## src/rtl/ff_fifo_pkg.sv

```systemverilog
// Shared defaults and the entry layout for the bubble-stuffing FIFO.
package ff_fifo_pkg;
  localparam int FF_DATA_W     = 91;
  localparam int FF_DEPTH_LOG2 = 4;
  localparam int FF_AF_MARGIN  = 2;

  typedef struct packed {
    logic                 bubble;
    logic [FF_DATA_W-1:0] payload;
  } ff_entry_t;
endpackage

```

## src/rtl/ff_fifo_ram.sv

```systemverilog
// Simple dual-port payload storage: synchronous write, registered enabled read.
module ff_fifo_ram #(
  parameter int W  = 8,
  parameter int AW = 4
) (
  input  logic          clk,
  input  logic          rst,
  input  logic          we,
  input  logic [AW-1:0] waddr,
  input  logic [W-1:0]  wdata,
  input  logic          re,
  input  logic [AW-1:0] raddr,
  output logic [W-1:0]  rdata
);
  logic [W-1:0] mem [2**AW];

  always_ff @(posedge clk) begin
    if (we) mem[waddr] <= wdata;
  end

  // Only the output register is reset; the array itself stays uninitialised.
  always_ff @(posedge clk) begin
    if (rst)     rdata <= '0;
    else if (re) rdata <= mem[raddr];
  end
endmodule

```

## src/rtl/ff_stuff_fifo.sv

```systemverilog
// FIFO whose rollover writes reserve a trailing bubble slot.
// Optional sticky error flags enabled by defining FF_FIFO_ERR_FLAGS_EN.
module ff_stuff_fifo
  import ff_fifo_pkg::*;
#(
  parameter int DATA_W     = FF_DATA_W,
  parameter int DEPTH_LOG2 = FF_DEPTH_LOG2,
  parameter int AF_MARGIN  = FF_AF_MARGIN
) (
  input  logic                  clk,
  input  logic                  rst,
  input  logic [DATA_W-1:0]     write_data,
  input  logic                  write_enable,
  input  logic                  rollover_write,
  input  logic                  read_req,
  output logic [DATA_W-1:0]     read_data,
  output logic                  rdata_valid,
  output logic                  rdata_bubble,
  output logic                  fifo_empty,
  output logic                  fifo_full,
  output logic                  wr_ready,
  output logic                  almost_full,
  output logic [DEPTH_LOG2:0]   level,
  output logic                  overflow_err,
  output logic                  underflow_err
);
  localparam int DEPTH = 1 << DEPTH_LOG2;
  localparam int PW    = DEPTH_LOG2 + 1;

  logic [PW-1:0]         wptr_reg, rptr_reg, level_w, free_w;
  logic [DEPTH-1:0]      tag_reg;
  logic [DEPTH_LOG2-1:0] waddr, baddr, raddr;
  logic                  wr_accept, rd_fire;
  logic                  rdata_valid_reg, rdata_bubble_reg;

  assign level_w     = wptr_reg - rptr_reg;
  assign free_w      = PW'(DEPTH) - level_w;
  assign fifo_empty  = (level_w == '0);
  assign fifo_full   = (level_w == PW'(DEPTH));
  assign wr_ready    = (free_w >= PW'(2));
  assign almost_full = (free_w <= PW'(AF_MARGIN));
  assign level       = level_w;

  // Acceptance uses pre-edge space only; a same-cycle read does not help.
  assign wr_accept = write_enable && (rollover_write ? wr_ready : !fifo_full);
  assign rd_fire   = read_req && !fifo_empty;

  assign waddr = wptr_reg[DEPTH_LOG2-1:0];
  assign baddr = waddr + DEPTH_LOG2'(1);
  assign raddr = rptr_reg[DEPTH_LOG2-1:0];

  always_ff @(posedge clk) begin
    if (rst) begin
      wptr_reg         <= '0;
      rptr_reg         <= '0;
      tag_reg          <= '0;
      rdata_valid_reg  <= 1'b0;
      rdata_bubble_reg <= 1'b0;
    end else begin
      if (wr_accept) begin
        tag_reg[waddr] <= 1'b0;
        if (rollover_write) begin
          tag_reg[baddr] <= 1'b1;
          wptr_reg       <= wptr_reg + PW'(2);
        end else begin
          wptr_reg <= wptr_reg + PW'(1);
        end
      end
      if (rd_fire) begin
        rptr_reg         <= rptr_reg + PW'(1);
        rdata_bubble_reg <= tag_reg[raddr];
      end
      rdata_valid_reg <= rd_fire;
    end
  end

  assign rdata_valid  = rdata_valid_reg;
  assign rdata_bubble = rdata_bubble_reg;

  // The bubble slot's payload is don't-care, so only the real payload hits RAM.
  ff_fifo_ram #(
    .W  (DATA_W),
    .AW (DEPTH_LOG2)
  ) u_ram (
    .clk   (clk),
    .rst   (rst),
    .we    (wr_accept && !rst),
    .waddr (waddr),
    .wdata (write_data),
    .re    (rd_fire),
    .raddr (raddr),
    .rdata (read_data)
  );

`ifdef FF_FIFO_ERR_FLAGS_EN
  logic overflow_err_reg, underflow_err_reg;

  always_ff @(posedge clk) begin
    if (rst) begin
      overflow_err_reg  <= 1'b0;
      underflow_err_reg <= 1'b0;
    end else begin
      if (write_enable && !wr_accept) overflow_err_reg  <= 1'b1;
      if (read_req && fifo_empty)     underflow_err_reg <= 1'b1;
    end
  end

  assign overflow_err  = overflow_err_reg;
  assign underflow_err = underflow_err_reg;
`else
  assign overflow_err  = 1'b0;
  assign underflow_err = 1'b0;
`endif
endmodule
```

## config.mk

```make
export PLATFORM = sky130hd
export DESIGN_NAME = ff_stuff_fifo
export DESIGN_NICKNAME = d
export VERILOG_FILES = /design/src/rtl/ff_fifo_pkg.sv /design/src/rtl/ff_fifo_ram.sv /design/src/rtl/ff_stuff_fifo.sv
export SDC_FILE = /design/constraint.sdc
export NUM_CORES = 2
export LEC_CHECK = 0
export ABC_AREA = 0
export CORE_MARGIN = 2
export CORE_UTILIZATION = 55
export CTS_BUF_LIST = sky130_fd_sc_hd__clkbuf_16
export CTS_CLUSTER_DIAMETER = 50
export DETAILED_ROUTE_END_ITERATION = 7
export PLACE_DENSITY = 0.72
export RECOVER_POWER = 100
export SYNTH_ARGS = -nofsm -noshare
export SYNTH_HDL_FRONTEND = slang
export SYNTH_SLANG_ARGS = --single-unit
```

## constraint.sdc

```tcl
create_clock -name clk -period 19.5 [get_ports clk]
set_clock_uncertainty 0.1 [all_clocks]
set_input_delay 2.925 -clock clk [delete_from_list [all_inputs] [get_ports clk]]
set_output_delay 2.925 -clock clk [all_outputs]
set_load 0.01 [all_outputs]
```

==> results.toml <==
[global_route]
initial_antenna_violation_count = 21
gr-usage-all-layers = 0.2401
grt_overflow_total = 0
grt_start_max_net_pins = 74
first_global_vias = 28420
grt_pass1_wl_um = 193100

[clock_tree]
cts_inserted_buffers = 159
ctsHoldBuffers = 0
cts_setup_buffers = 0
clock_insertion_delay_worst_skew_ns = 0.77
clk_pin_slew_ns = 0.06
cts_tree = "built"
cts_resized = 0
clockRootBuffer = "sky130_fd_sc_hd__clkbuf_16"
cts.htree.levels = 4
clock-sinks = 1575
cts.path.max_buffers = 3

[pwr]
power_density_nw_per_um2 = 124.9
peak_supply_drop_v = 0.00008453
power_leakage_nw = 21.27

[finish]
drive_above_1_share = 0.2496
final-seq-area_sq_um = 46110
largest_register_ff_count = 1456
final_nets = 2828
fillerInstances = 6790
layout-area-overhead-vs-synth_pct = 14.50
combined_area_of_the_multi_input_logic_cells_sq_um = 12290
finish.utilization = 0.6333

[die]
die_w_um = 331.7
die_h_um = 331.7
core_area_sq_um = 106800
ioPinCount = 200
initial_utilization = 0.5531
floorplan.die_area_sq_um = 110000
placement_rows = 120

[yosys]
yosysWarningCount = 0
synthTopCellsByArea = "sky130_fd_sc_hd__edfxtp_1, sky130_fd_sc_hd__mux4_2, sky130_fd_sc_hd__dfxtp_1"
synth.ff_latch_count = 1575
async_flop_share = 0
edff_count_synth = 1456
yosys.area.top_type_share = 0.7405
most_frequent_cells_after_synthesis = "sky130_fd_sc_hd__edfxtp_1, sky130_fd_sc_hd__mux4_2, sky130_fd_sc_hd__dfxtp_1"
synth_seq_area_share = 0.7808
ys.flop_type = "sky130_fd_sc_hd__edfxtp_1"
count_leader_synth = "sky130_fd_sc_hd__edfxtp_1"
synthesis.instances = 2441
netlist-cell-type-count = 37
post_syn_area_sq_um = 59050
syn_area_per_cell_sq_um = 24.19
synth_area_leader_cell = "sky130_fd_sc_hd__edfxtp_1"

[sta]
report.final.hold_viol_count = 0
finalCritPeriodShare = 0.6483
slew_headroom = -1.853
timing.fmax_mhz = 79.10
finalSetupTns_ns = 0
worstMarginPinSlew_ns = 4.280
slew_violations = 1515
timing.final.crit_period_ns = 12.64
final.setup.worst_slack_ns = 6.858
hold-worst-slack_ns = 0.3743
unrepaired_setup_endpoints_after_global_routing = "no"
report.final.setup_viol = 0

[critical_path]
worst-r2r-cell-count = 15
element_type_at_the_critical_path_start = "flop"
critPathCaptureType = "flop"
timing_worst_setup_path_type = "flop to flop"
path_max_fanout = 64
crit_path_max_incr_delay_ns = 3.09
worst_ep_arrival_time_ns = 12.80
crit_chain = "inv_1 -> ha_1 -> nor2b_1 -> o21ai_0 -> nand2b_1 -> xor2_1 -> inv_1 -> ha_1 -> clkinv_1 -> o21ai_0 -> o21ba_1 -> nand2_1 -> nor2_4 -> clkbuf_1 -> clkbuf_1"
regToRegSetupSlack_ns = 6.86
reg2reg_to = "u_ram.mem[11][20]"
critical-path-slowest-cell = "sky130_fd_sc_hd__clkbuf_1"
r2r-start = "rptr_reg[2]"
crit_required_ns = 19.66

[drt]
met2_length_um = 66990
route.antenna.remaining_nets = 0
post_drt_wl_per_cell_um = 30.36
detailroute.via_count = 26950
wl_met1_um = 50580
number_of_drc_markers_in_iteration_0 = 3208
uppermost_layer_routed = "met5"
routed_wl_um = 129200
avgViaCountPerCell = 6.335
number_of_detailed_route_iterations_in_the_first_pass = 6
wl_met3_um = 8355
drt_drc_violations_left = 0

[placement]
post-dp-hpwl_um = 69750
routabilityCongestion = 0.8277
placement.io_buffers = 197
dpl_worst_slack_ns = 11.93

[run_status]
outcome = "finished, violations left"
failed_checks = "max-capacitance violations, max-slew violations"

[flow_run]
cap_violations = 38

[min_path]
worstHoldEndpoint = "u_ram.rdata[53]"
worst_hold_path_type = "flop to flop"
timing.hold.worst.start = "u_ram.rdata[53]"
hold_depth = 1
## power breakdown
| group | switching, mW | internal, mW | leakage, nW |
|---|---|---|---|
| clock network | 1.27 | 1.67 | 2.68 |
| logic | 0.744 | 0.813 | 4.50 |
| registers | 0.109 | 3.84 | 14.1 |
## layout by cell type (no fill, tap or decap), types with 5 or more instances in the layout
cell type / count
sky130_fd_sc_hd__bufinv_16: 12
sky130_fd_sc_hd__clkdlybuf4s50_1: 5
sky130_fd_sc_hd__inv_6: 6
sky130_fd_sc_hd__a311o_1: 12
sky130_fd_sc_hd__dlygate4sd3_1: 192
sky130_fd_sc_hd__xnor2_1: 7
sky130_fd_sc_hd__a21oi_1: 7
sky130_fd_sc_hd__edfxtp_1: 1456
sky130_fd_sc_hd__buf_4: 22
sky130_fd_sc_hd__nor2_1: 17
sky130_fd_sc_hd__clkinv_1: 32
sky130_fd_sc_hd__ha_1: 14
sky130_fd_sc_hd__xor2_1: 5
sky130_fd_sc_hd__clkinv_8: 5
sky130_fd_sc_hd__clkbuf_1: 30
sky130_fd_sc_hd__a22o_1: 92
sky130_fd_sc_hd__mux4_2: 460
sky130_fd_sc_hd__nand3_1: 7
sky130_fd_sc_hd__clkinv_2: 18
sky130_fd_sc_hd__inv_16: 5
sky130_fd_sc_hd__o21ai_0: 25
sky130_fd_sc_hd__nand2_1: 12
sky130_fd_sc_hd__nor2_4: 11
sky130_fd_sc_hd__nor2b_1: 12
sky130_fd_sc_hd__dfxtp_1: 118
sky130_fd_sc_hd__inv_1: 66
sky130_fd_sc_hd__clkbuf_16: 161
## kinds of logic (layout without fill, tap and decap cells)
group | Yosys count | count (layout) | share of synthesized area
AOI/OAI and AO/OA | 144 | 144 | 0.01928
xor gates and xnor gates | 13 | 13 | 0.002183
adders and majority gates | 15 | 15 | 0.003306
buffers and inverters | 157 | 563 | 0.01238
DFF | 1575 | 1575 | 0.7808
muxes | 461 | 461 | 0.1756
other | 1 | 5 | 0.00006351
and+or+nand+nor | 75 | 75 | 0.006314
## per-stage QoR
| step | cell area (sq um) | std cells | total power, mW |
|---|---|---|---|
| global placement | 62670 | 3959 | 5.608 |
| floorplan | 59050 | 2442 | 5.062 |
| global route | 67600 | 4252 | 8.738 |
| finish | 67610 | 4254 | 8.444 |
| detailed placement | 62670 | 3959 | 5.631 |
| CTS | 67780 | 4251 | 8.563 |
## final cells by class
class,instances,share of cell area
flip-flops and latches,1575,0.6820
clock inverters,131,0.01605
inverters,22,0.001295
diodes,3,0.0001110
well taps,1403,0.02596
repair buffers,249,0.03327
clock buffers,161,0.05959
multi-input cells,710,0.1817
## critical path, delay by kind of cell (launching register included)
family	cells	cell delay (ns)
AOI/OAI and AO/OA	3	0.97
xor gates and xnor gates	1	0.21
DFF	1	3.05
buffers and inverters	5	6.08
and+or+nand+nor	4	0.90
adders and majority gates	2	0.78
## worst max-delay path by stage
stage	slack, ns	endpoint	cells past startpoint	from
3_3_place_gp	12.17	u_ram.mem[0][61]	7	rollover_write
4_1_cts	12.25	almost_full	10	rptr_reg[2]
3_5_place_dp	11.93	u_ram.mem[0][67]	7	rollover_write
2_1_floorplan	11.36	u_ram.mem[11][0]	6	rollover_write
6_report	6.86	u_ram.mem[11][20]	15	rptr_reg[2]
5_1_grt	6.14	u_ram.mem[11][20]	15	rptr_reg[2]
## routing by layer
layer	vias to the layer above	global-route usage
li1	11090	-
met3	216	0.03953
met1	14460	0.3256
met2	1169	0.4063
met4	18	0.07248
met5	-	0
No activity file was read; power rests on OpenSTA's default activity.
